### config.mk
export PLATFORM = sky130hd
export DESIGN_NAME = alu_arbiter
export DESIGN_NICKNAME = d
export VERILOG_FILES = /design/src/rtl/alu_arbiter.sv
export SDC_FILE = /design/constraint.sdc
export NUM_CORES = 1
export LEC_CHECK = 0
export ABC_CLOCK_PERIOD_IN_PS = 12500
export CAP_MARGIN = 20
export CORE_MARGIN = 1.5
export CORE_UTILIZATION = 40
export DETAILED_ROUTE_END_ITERATION = 10
export PLACE_DENSITY = 0.72
export SYNTH_ARGS = -nofsm -noshare
export SYNTH_HDL_FRONTEND = slang
export SYNTH_SLANG_ARGS = --single-unit
### constraint.sdc
create_clock -name clk -period 12.5 [get_ports clk]
set_input_delay 2.5 -clock clk [delete_from_list [all_inputs] [get_ports clk]]
set_output_delay 2.5 -clock clk [all_outputs]
set_load 0.01 [all_outputs]
### src/rtl/alu_arbiter.sv
// ---------------------------------------------------------------------------
// alu_arbiter
//
// Two requesters share one 32-bit ALU. An idle arbiter grants one valid
// request in the same cycle (combinational ready). The result is registered
// at the accepting edge and held for the granted port until that port takes
// it. Then the arbiter returns to IDLE.
//
// Configuration macro:
//   ALU_ARB_FIXED_PRIO_EN  defined   -> port 0 always wins simultaneous requests
//                                       (no pointer, GRANT_INIT unused)
//                          undefined -> round-robin pointer, reset to GRANT_INIT
//
// Ports:
//   clk, rst                 clock, synchronous active-high reset
//   reqN_valid / reqN_ready  request handshake for requester N (N = 0, 1)
//   reqN_a, reqN_b, reqN_op  signed operands and opcode of requester N
//   rspN_valid / rspN_ready  response handshake for requester N
//   rsp_c, rsp_zero          registered result and its zero flag (shared)
//   busy                     high whenever the FSM is not in IDLE
//
// Handshake semantics: a transfer happens on a rising edge where valid and
// ready are both high. reqN_ready may only be high in IDLE while rst is low.
// rspN_valid stays high until that edge and does not depend on rspN_ready.
// For a two-state FSM, busy is the state itself, so it doubles as the
// debug view of the FSM.
// ---------------------------------------------------------------------------

// Shared combinational ALU.
module alu (
  input  logic [31:0] a_i,
  input  logic [31:0] b_i,
  input  logic [2:0]  op_i,
  output logic [31:0] c_o
);
  always_comb begin
    c_o = 32'd0;
    unique case (op_i)
      3'b000: c_o = a_i;
      3'b001: c_o = a_i + b_i;
      3'b010: c_o = a_i - b_i;
      3'b011: c_o = a_i & b_i;
      3'b100: c_o = a_i | b_i;
      3'b101: c_o = {31'd0, $signed(a_i) < $signed(b_i)};
      3'b110: c_o = {31'd0, a_i < b_i};
      3'b111: c_o = 32'd0;
      default: c_o = 32'd0;
    endcase
  end
endmodule

module alu_arbiter #(
  parameter logic GRANT_INIT = 1'b0
) (
  input  logic        clk,
  input  logic        rst,
  input  logic        req0_valid,
  input  logic        req1_valid,
  output logic        req0_ready,
  output logic        req1_ready,
  input  logic [31:0] req0_a,
  input  logic [31:0] req0_b,
  input  logic [31:0] req1_a,
  input  logic [31:0] req1_b,
  input  logic [2:0]  req0_op,
  input  logic [2:0]  req1_op,
  output logic        rsp0_valid,
  output logic        rsp1_valid,
  input  logic        rsp0_ready,
  input  logic        rsp1_ready,
  output logic [31:0] rsp_c,
  output logic        rsp_zero,
  output logic        busy
);

  typedef enum logic {
    IDLE = 1'b0,
    RESP = 1'b1
  } state_e;

  state_e      state_q, state_d;
  logic        owner_q, owner_d;   // port that holds the current response
  logic [31:0] rsp_c_q;
  logic        rsp_zero_q;

  logic        grant_valid;
  logic        grant_port;
  logic        prio_port;          // port that wins a simultaneous request

  logic [31:0] alu_a, alu_b, alu_c;
  logic [2:0]  alu_op;

`ifdef ALU_ARB_FIXED_PRIO_EN
  logic unused_grant_init;
  assign unused_grant_init = GRANT_INIT;
  assign prio_port = 1'b0;
`else
  logic prio_q;
  assign prio_port = prio_q;
`endif

  // Grant decision: only in IDLE and never while reset is asserted.
  always_comb begin
    grant_valid = 1'b0;
    grant_port  = 1'b0;
    if (state_q == IDLE && !rst) begin
      if (req0_valid && req1_valid) begin
        grant_valid = 1'b1;
        grant_port  = prio_port;
      end else if (req0_valid) begin
        grant_valid = 1'b1;
        grant_port  = 1'b0;
      end else if (req1_valid) begin
        grant_valid = 1'b1;
        grant_port  = 1'b1;
      end
    end
  end

  assign req0_ready = grant_valid && !grant_port;
  assign req1_ready = grant_valid &&  grant_port;

  // Operand steering into the single ALU.
  always_comb begin
    alu_a  = req0_a;
    alu_b  = req0_b;
    alu_op = req0_op;
    if (grant_port) begin
      alu_a  = req1_a;
      alu_b  = req1_b;
      alu_op = req1_op;
    end
  end

  alu u_alu (
    .a_i  (alu_a),
    .b_i  (alu_b),
    .op_i (alu_op),
    .c_o  (alu_c)
  );

  // Next-state logic. The non-owner's rsp_ready is deliberately not looked at.
  always_comb begin
    state_d = state_q;
    owner_d = owner_q;
    unique case (state_q)
      IDLE: begin
        if (grant_valid) begin
          state_d = RESP;
          owner_d = grant_port;
        end
      end
      RESP: begin
        if (owner_q ? rsp1_ready : rsp0_ready) begin
          state_d = IDLE;
        end
      end
      default: state_d = IDLE;
    endcase
  end

  always_ff @(posedge clk) begin
    if (rst) begin
      state_q    <= IDLE;
      owner_q    <= 1'b0;
      rsp_c_q    <= 32'd0;
      rsp_zero_q <= 1'b0;
    end else begin
      state_q <= state_d;
      owner_q <= owner_d;
      if (grant_valid) begin
        rsp_c_q    <= alu_c;
        rsp_zero_q <= (alu_c == 32'd0);
      end
    end
  end

`ifndef ALU_ARB_FIXED_PRIO_EN
  // The pointer moves away from whichever port just won, including
  // when that port was the only requester.
  always_ff @(posedge clk) begin
    if (rst) begin
      prio_q <= GRANT_INIT;
    end else if (grant_valid) begin
      prio_q <= ~grant_port;
    end
  end
`endif

  assign rsp0_valid = (state_q == RESP) && !owner_q;
  assign rsp1_valid = (state_q == RESP) &&  owner_q;
  assign rsp_c      = rsp_c_q;
  assign rsp_zero   = rsp_zero_q;
  assign busy       = (state_q != IDLE);

endmodule

# Yosys cells after proc, flatten, opt, wreduce, memory -nomap -nowiden
# Cells that the tools add are included.
# op_classes
n_lt_le_gt_ge	2
reduce_logical	12
div	0
mux	15
multipliers	0
n_eq_ne	7
shifts	0
add_sub_neg	2
bitwise	4
# ops
op	count
32-bit one-hot mux with 8 select lines	1
32-bit less-than comparator	2
32-bit two-way mux	2
32-bit adder	1
32-bit AND	1
32-bit zero test	1
32-bit OR	1
32-bit subtractor	1
3-bit == test, second input constant	4
1-bit two-way mux	10
3-bit by 2-bit == test with 1-bit output, second input constant	2
1-bit logical AND	6
3-bit by 1-bit == test with 1-bit output, second input constant	1
1-bit zero test	3
3-bit zero test	1
3-bit two-way mux	1
1-bit inverter	2
1-bit one-hot mux with 2 select lines	1
2-bit AND reduction	1
# word_totals
latchBits	0
input_bits	140
mem_bits_ro	0
elab_cells	47
output_inout_bits	38
mem_bits_rw	0
register_bits	36
n_memories	0

# Depth between registers and ports, before layout
# Gate-level depths: netlist of run 1.
# logic_depth
word_depth	8
mapped_depth	26
mapped_depth_nobuf	19

# By module
# A second synthesis of run 1 with hierarchy kept.
# unflattened
cells_unflattened	1038
area_unflattened_um2	7552.2
# by_module_without_submodules
module	area_each_um2	cells_each	instances
alu	5363.9	788	1
alu_arbiter	2188.3	250	1

# Worst setup path after synthesis of run 1
# OpenSTA, ideal clock, no wires.
# synth_path
kind	input-to-reg
startpoint	input rst
endpoint	register rsp_zero_q (netlist: rsp_zero)
t_arrival_ps	7485
setup_time_ps	84
path_slack_ps	4931
path_stages	26
path_buffers	7
required_ps	12416
cell_sequence	buf_4 nor3b_4 buf_6 nand2_4 buf_6 clkinv_4 buf_6 clkbuf_1 clkbuf_1 buf_1 nand2_1 nand2_1 ha_1 inv_1 fa_1 nor2b_1 o2111ai_1 a21boi_0 nor3_2 o41a_1 xnor2_1 a21oi_1 nand2_1 o31ai_1 o211ai_1 o31ai_2
# synth_between
elab_chain_cells	7
elab_cells_between_ends	23
# synth_rtl
element	line	text
start: declaration	56	input logic rst,
1-bit zero test	106	if (state_q == IDLE && !rst) begin
1-bit logical AND	106	
1-bit two-way mux	106	
32-bit two-way mux / 3-bit two-way mux (equally long branches)	128	if (grant_port) begin
32-bit subtractor (tied with other cells)	41	3'b010: c_o = a_i - b_i;
32-bit one-hot mux with 8 select lines	38	unique case (op_i)
32-bit zero test	173	rsp_zero_q <= (alu_c == 32'd0);
end signal: assignment	173	
end: declaration	84	logic rsp_zero_q;
# Several ways; a longest one is shown, not always the timed one.
# A chain may end at the register's enable or synchronous reset.

# Worst setup path after layout of run 1
# layout_path
startpoint	input req1_valid
endpoint	register rsp_zero_q (netlist: rsp_zero)
# layout_between
elab_chain_cells	8
elab_cells_between_ends	27
# layout_rtl
element	line	text
start: declaration	58	input logic req1_valid,
1-bit two-way mux	113	end else if (req1_valid) begin
1-bit two-way mux	110	end else if (req0_valid) begin
1-bit two-way mux	107	if (req0_valid && req1_valid) begin
1-bit two-way mux	106	
32-bit two-way mux / 3-bit two-way mux (equally long branches)	128	
32-bit subtractor (tied with other cells)	41	
32-bit one-hot mux with 8 select lines	38	
32-bit zero test	173	
# Several ways; a longest one is shown, not always the timed one.

==> results of run 1 <==
[cells in the mapped netlist, drive strengths merged (10+ instances only)]
master / number
a211oi: 18
a21o: 21
a21oi: 117
a221oi: 17
a31oi: 15
buf: 37
clkbuf: 42
dfxtp: 36
ha: 109
inv: 99
mux2i: 30
nand2: 202
nand2b: 11
nand3: 53
nand4: 17
nor2: 74
nor2b: 11
nor3: 35
nor4: 14
o211ai: 10
o21ai: 69
o31ai: 19
or3: 15
xnor2: 17
[through the flow]
stage,cell area [µm²],std cells,utilization (%)
final,10600,1661,50.4
after global routing,10600,1661,50.4
after CTS,10600,1661,50.4
after detailed placement,10500,1653,49.7
after global placement,10500,1653,49.7
after floorplan,8650,1270,-
[flip-flops by register name (all words and copies together), names as in the netlist]
register   count
rsp_zero       1
rsp_c         32
busy           1
owner_q        1
prio_port      1
[critical path, delay by kind of cell]
| family | cells | cell delay [ns] |
|---|---|---|
| adders and majority gates | 1 | 0.50 |
| buffers and inverters | 3 | 1.28 |
| AOI/OAI and AO/OA | 7 | 1.94 |
| muxes | 1 | 0.40 |
| and+or+nand+nor | 6 | 2.01 |
[cell usage in the layout (no fill, tap or decap), drive strengths merged, types with 10 or more instances in the layout]
cell,n
o21ai,69
o31ai,19
o211ai,10
ha,109
a221oi,17
a21o,21
nand3,53
nand2b,11
nor4,14
clkdlybuf4s50,177
nor2b,11
mux2i,30
a211oi,18
dfxtp,36
nor3,35
nand2,202
a21oi,117
nor2,74
nand4,17
buf,10
xnor2,17
inv,99
a31oi,15
or3,15
[cell families (layout without fill, tap and decap cells)]
| family | count (synthesis) | after routing | share of synthesized area (%) |
|---|---|---|---|
| adders and majority gates | 111 | 111 | 16.2 |
| and+or+nand+nor | 479 | 479 | 27.1 |
| buffers and inverters | 179 | 295 | 8.73 |
| xor gates and xnor gates | 18 | 18 | 1.82 |
| DFF | 36 | 36 | 8.34 |
| AOI/OAI and AO/OA | 412 | 412 | 33.4 |
| muxes | 35 | 35 | 4.44 |
[layout make-up]
class	instances	share of cell area, %
Multi-Input combinational cell	1055	67.5
Inverter	100	3.58
Clock inverter	2	0.329
Timing Repair Buffer	187	17.4
Sequential cell	36	6.77
Clock buffer	6	1.21
Tap cell	275	3.23
[where the power goes]
part | total [mW] | internal [mW] | switching (mW)
Combinational | 0.611 | 0.238 | 0.374
Sequential | 0.141 | 0.131 | 0.0106
Clock | 0.145 | 0.0939 | 0.0511
Total | 0.898 | 0.462 | 0.436
[layer usage]
metal  track usage (%)  up-vias  share of wire [%]
met5                 0        -                  0
met4              16.7        0                5.9
met3              4.45      118                8.2
met2              53.5      546                 47
met1              38.2     4721                 39
li1                  -     4868                  -
[final timing paths]
path,from,endpoint,slack (ns),cells past startpoint
setup / recovery,req1_valid,rsp_zero$_SDFFE_PP0P_,4.03,18
hold / removal,rsp_c[11]$_SDFFE_PP0P_,rsp_c[11]$_SDFFE_PP0P_,0.46,2
setup reg to reg,busy$_SDFF_PP0_,rsp_zero$_SDFFE_PP0P_,6.49,17
hold reg to reg,rsp_c[11]$_SDFFE_PP0P_,rsp_c[11]$_SDFFE_PP0P_,0.46,2
==> results.md, run 1 <==
| Group | Parameter | Value |
|---|---|---|
| logic synthesis | Synth Flop Type | dfxtp_1 |
| drt | Average wire per cell in the routed design | 21.8 µm |
| floorplanning | Initial standard-cell utilization of the core | 41.0% |
| setup path | Cell at the slowest stage of the critical path | clkdlybuf4s50_1 |
| sta | Peak Freq | 118 MHz |
| setup path | Type of the setup path with the least slack | in -> reg |
| sta | RSZ-0062 raised after global routing | no |
| setup path | Critical path launch point type | primary input |
| placement | Final estimated routing congestion in global placement | 0.986 |
| clocking | CTS sink cnt | 36 |
| clocking | TritonCTS clock tree | built |
| final layout | Net count, final | 1,636 |
| sta | Worst setup slack after layout | 4.03 ns |
| sta | Worst relative slew slack | 27.2% |
| final layout | Layout Area Growth over Synthesis | 23.0% |
| clocking | Root buf cell | clkbuf_16 |
| grt | Vias in the first global route | 9,693 |
| clocking | Hold-fix buffer count after cts | 0 |
| sta | Final count of negative-setup-slack endpoints | 0 |
| clocking | Maximum level of the CTS H-tree | 2 |
| outcome | Status | complete, no violations |
| sta | Worst Hold Slack | 0.463 ns |
| floorplanning | Height of the die | 150 µm |
| power | Leak pwr | 4.55 nW |
| sta | Final critical-path share of the clock period | 67.8% |
| logic synthesis | Post-synth EDFFs | 0 |
| power | Highest ir drop seen on vdd | 0.0000765 V |
| setup path | Critical path capture point type | register |
| sta | Worst clock skew | 0.00694 ns |
| setup path | Maximum fanout encountered on the critical timing path | 64 |
| sta | Total Negative Setup Slacks | 0 ns |
| logic synthesis | Library cells used by synthesis | 105 |
| clocking | Clock buffer count from CTS | 5 |
| placement | Setup slack at placement | 3.83 ns |
| grt | Global-route wire length before repair | 54,600 µm |
| sta | Final-report max-slew violation count | 0 |
| placement | HPWL reported at the end of detailed placement | 28,400 µm |
| sta | Number of failing hold endpoints at the final stage | 0 |
| setup path | Required time at the endpoint of the critical path | 12.70 ns |
| drt | Post-detailed-routing wire length | 36,100 µm |
| logic synthesis | Number of nets in the synthesized netlist | 1,521 |
| final layout | Fillers | 2,155 |
| clocking | Number of buffers on the longest clock path | 2 |
| sta | Final critical delay including setup and external delays | 8.47 ns |
| hold path | Min-Delay Path Class | reg -> reg |
| logic synthesis | Top post-synthesis cells by area | ha_1 16%, nand2_1 8.7%, dfxtp_1 8.3%, a21oi_1 6.6%, inv_1 4.2% |
| drt | Number of routed nets with antenna violations | 0 |
| setup path | Critical path cell sequence | clkdlybuf4s50_1 -> nor3b_4 -> nand2_4 -> clkinv_4 -> mux2i_1 -> inv_1 -> ha_1 -> nor3_2 -> o211a_1 -> nor4_1 -> a21oi_1 -> nor3_1 -> o41ai_2 -> a2111oi_0 -> or3b_1 -> a31oi_1 -> o211ai_1 -> o31ai_2 |
| logic synthesis | Syn avg cell area | 6.81 µm² |
| grt | Maximum number of pins on one net before global-route repair | 65 |
| floorplanning | Horizontal die dimension | 150 µm |
| placement | Total of buffers placed on input and output ports | 177 |
| grt | Number of antenna violations at the first check in global routing | 0 |
| grt | Residual overflow from global routing | 0 |
| floorplanning | Count of boundary I/O pins | 178 |
| clocking | Clock latency on the worst-skew pair | 0.29 ns |
| logic synthesis | Seq/Total Area, Yosys | 8.34% |
| logic synthesis | Proportion of register bits with asynchronous set or reset after synthesis | 0% |
| final layout | Total area of multi-input combinational cells | 7180 µm² |
| floorplanning | Placeable Area | 21,100 µm² |
| floorplanning | Die Area | 22,500 µm² |
| clocking | Post-cts sizing count | 0 |
| setup path | Delay of the slowest critical-path stage | 0.61 ns |
| logic synthesis | Count of mapped cells out of synthesis | 1,270 |
| flow run | MaxCap Viol Count | 0 |
| floorplanning | Std cell rows | 53 |
| clocking | Clock transition at path regs | 0.06 ns |
| logic synthesis | Synth top area share | 15.8% |
| logic synthesis | Cell accounting for the most synthesized area | ha_1 |
| grt | Total track usage | 31.4% |
| final layout | ANT cells | 0 |
| clocking | Post-CTS setup-driven buffer insertion count | 0 |
| drt | 1st-iter DRT viols | 825 |
| drt | Via total after detailed routing | 10.3k |
| logic synthesis | Post-synthesis instance area | 8650 µm² |
| logic synthesis | Number of warnings printed during yosys synthesis | 0 |
| drt | Average via count per standard cell | 6.17 |
| power | Cell area power density | 84.4 nW/µm² |
| drt | # DRC | 0 |
| power | Total power after layout | 0.898 mW |
| sta | Least-Margin Pin Slew | 1.09 ns |
| final layout | Share of cells above drive strength 1 | 5.05% |
| setup path | Arrival time reported for the critical path endpoint | 8.67 ns |
| drt | Pre-Repair DR Iteration Count | 5 |
| final layout | Sequential cell area | 721 µm² |
| logic synthesis | Flop and latch count out of synthesis | 36 |
Note: power is estimated with default switching activity, not from simulation.
==> run 2, diff against run 1 <==
ABC_CLOCK_PERIOD_IN_PS = 7800   (was 12500)
clock period = 7.8 ns   (was 12.5 ns; I/O delays follow)
==> results.md, run 2 (synthesis gave the netlist of run 1 again) <==
| Group | Parameter | Value | vs previous |
|---|---|---|---|
| grt | Residual overflow from global routing | 0 | unchanged |
| floorplanning | Horizontal die dimension | 150 µm | unchanged |
| clocking | Number of buffers on the longest clock path | 2 | unchanged |
| sta | Worst setup slack after layout | 0.627 ns | -3.40 ns |
| final layout | Commonest non-fill, non-tap cells in the layout | 201 x nand2_1, 177 x clkdlybuf4s50_1, 114 x a21oi_1 |  |
| drt | Number of routed nets with antenna violations | 0 | unchanged |
| grt | Maximum number of pins on one net before global-route repair | 54 | -17% |
| sta | Number of failing hold endpoints at the final stage | 0 | unchanged |
| flow run | MaxCap Viol Count | 0 | unchanged |
| clocking | Clock transition at path regs | 0.06 ns | about the same |
| clocking | Clock latency on the worst-skew pair | 0.28 ns | about the same |
| clocking | Maximum level of the CTS H-tree | 2 | unchanged |
| placement | Final estimated routing congestion in global placement | 1.02 | +3.8% |
| sta | Final count of negative-setup-slack endpoints | 0 | unchanged |
| floorplanning | Placeable Area | 21,100 µm² | unchanged |
| drt | # DRC | 0 | unchanged |
| floorplanning | Height of the die | 150 µm | unchanged |
| placement | Area after detailed placement | 10,700 µm² | +1.7% |
| sta | Final critical delay including setup and external delays | 7.17 ns |  |
| power | Internal power contribution | 0.722 mW | +56% |
| final layout | Max FFs per register | 32 | unchanged |
| placement | HPWL reported at the end of detailed placement | 29,200 µm | +2.7% |
| power | Clock Power Share | 14.1% | -2.1 points |
| final layout | Leading cell type in the layout, fill and taps excluded | nand2_1 |  |
| sta | Total Negative Setup Slacks | 0 ns | unchanged |
| final layout | Net count, final | 1,658 | +1.3% |
| clocking | Hold-fix buffer count after cts | 0 | unchanged |
| final layout | Share of cells above drive strength 1 | 6.61% | +1.6 points |
| drt | Pre-Repair DR Iteration Count | 8 | +3 |
| setup path | Source of the critical timing path | rst |  |
| setup path | Critical path launch point type | primary input |  |
| power | Part of the total power dissipated in sequential elements | 15.8% | about the same |
| grt | Global-route wire length before repair | 54,800 µm | +0.28% |
| hold path | Min-Delay Path Class | reg -> reg |  |
| clocking | TritonCTS clock tree | built |  |
| grt | Vias in the first global route | 9,953 | +2.7% |
| hold path | Worst Min Path Start | rsp_c[25]$_SDFFE_PP0P_ |  |
| drt | Via total after detailed routing | 10.5k | +2.2% |
| grt | Number of antenna violations at the first check in global routing | 0 | unchanged |
| floorplanning | Count of boundary I/O pins | 178 | unchanged |
| final layout | Layout Area Growth over Synthesis | 24.9% |  |
| clocking | Post-cts sizing count | 0 | unchanged |
| placement | Total of buffers placed on input and output ports | 177 | unchanged |
| grt | Total track usage | 31.4% | -0.067 points |
| setup path | Type of the setup path with the least slack | in -> reg |  |
| setup path | Maximum fanout encountered on the critical timing path | 19 | -70% |
| grt | Met2 demand-to-capacity share in global routing | 51.7% | -1.8 points |
| final layout | ANT cells | 0 | unchanged |
| final layout | Final core utilization | 51.2% | +0.77 points |
| final layout | Final instance area | 10,800 µm² | +1.5% |
| setup path | Arrival time reported for the critical path endpoint | 7.37 ns | -1.30 ns |
| power | Share of total power in combinational logic | 70.1% | +2.0 points |
| clocking | Clock buffer count from CTS | 5 | unchanged |
| sta | RSZ-0062 raised after global routing | no |  |
| drt | Average wire per cell in the routed design | 21.6 µm | -0.74% |
| sta | Final critical-path share of the clock period | 92.0% |  |
| sta | Least-Margin Pin Slew | 1.11 ns | +0.0224 ns |
| sta | Peak Freq | 139 MHz |  |
| sta | Final-report max-slew violation count | 0 | unchanged |
| power | Leak pwr | 4.66 nW | +2.3% |
| power | Total power after layout | 1.43 mW | +59% |
| sta | Worst relative slew slack | 25.7% | -1.5 points |
| drt | Average via count per standard cell | 6.23 | +0.86% |
| power | Highest ir drop seen on vdd | 0.000104 V | +37% |
| floorplanning | Std cell rows | 53 | unchanged |
| grt | Met1 Track Usage GR | 38.8% | +0.64 points |
| sta | Worst clock skew | 0.00334 ns | -0.00360 ns |
| power | Switching pwr | 0.705 mW | +62% |
| setup path | Critical path capture point type | register |  |
| floorplanning | Initial standard-cell utilization of the core | 41.0% | unchanged |
| clocking | CTS sink cnt | 36 | unchanged |
| outcome | Status | complete, no violations |  |
| grt | Global routing's busiest layer | met2 |  |
| clocking | Post-CTS setup-driven buffer insertion count | 0 | unchanged |
| setup path | Beginning of the worst register-to-register path | busy$_SDFF_PP0_ |  |
| clocking | Root buf cell | clkbuf_16 |  |
| floorplanning | Die Area | 22,500 µm² | unchanged |
| drt | Post-detailed-routing wire length | 36,300 µm | +0.58% |
| setup path | Required time at the endpoint of the critical path | 8.00 ns | -4.70 ns |
| power | Net switching fraction of the power | 49.4% | +0.91 points |
| placement | Setup slack at placement | 0.500 ns | -3.33 ns |
| drt | 1st-iter DRT viols | 937 | +14% |
| grt | M3 GR Usage | 4.91% | +0.46 points |
| power | Cell area power density | 132 nW/µm² | +57% |
==> run 2: metrics by stage <==
stage	hold WS [ns]	instances
2_1_floorplan	0.431	1270
3_3_place_gp	0.445	1673
3_5_place_dp	0.449	1675
4_1_cts	0.459	1683
5_1_grt	0.475	1683
6_report	0.455	1683
==> run 2: final cells by class <==
cell class,instances,area (µm²)
clock buffer,5,125
inverter,100,380
fill,2165,10300
sequential,36,721
tap,275,344
timing repair buffer,209,2030
multi-input combinational,1055,7180
clock inverter,3,18.8
==> run 2: worst paths after layout <==
check / to / slack, ns / cells past startpoint
max: rsp_zero$_SDFFE_PP0P_ / 0.63 / 19
min: rsp_c[25]$_SDFFE_PP0P_ / 0.45 / 2
max reg2reg: rsp_zero$_SDFFE_PP0P_ / 2.06 / 18
min reg2reg: rsp_c[25]$_SDFFE_PP0P_ / 0.45 / 2
==> run 2: layer usage <==
| metal | wire, µm | share of wire, % | vias up |
|---|---|---|---|
| li1 | - | - | 4914 |
| met1 | 14500 | 40 | 4835 |
| met2 | 16500 | 45 | 595 |
| met3 | 3110 | 8.5 | 134 |
| met4 | 2230 | 6.1 | 0 |
| met5 | 0 | 0 | - |
==> run 2: critical path: stages <==
cell             delay, ns
clkdlybuf4s50_1       0.68
nor3b_4               0.09
nand2_4               0.27
clkinv_4              0.26
buf_4                 0.27
nand2_1               0.08
nand2_1               0.09
ha_1                  0.50
nor3b_1               0.62
a211o_1               0.22
o21ai_0               0.13
a31oi_1               0.25
a32oi_1               0.11
a221oi_1              0.47
nor4b_1               0.86
nand4_1               0.26
a2111oi_4             0.24
nand3_1               0.15
o31ai_2               0.25
==> run 2: power groups by stage <==
stage	clock network, mW	logic, mW	registers [mW]
2_1_floorplan	0	0.615	0.237
3_3_place_gp	0	0.971	0.229
6_report	0.201	1.00	0.226
5_1_grt	0.211	1.07	0.229
3_5_place_dp	0	0.973	0.229
4_1_cts	0.202	0.978	0.226
==> run 3, diff against run 2 <==
TNS_END_PERCENT = 1   (was default)
==> results of run 3 <==
Same layout as run 2: the final DEF is identical, and so are final timing and power.
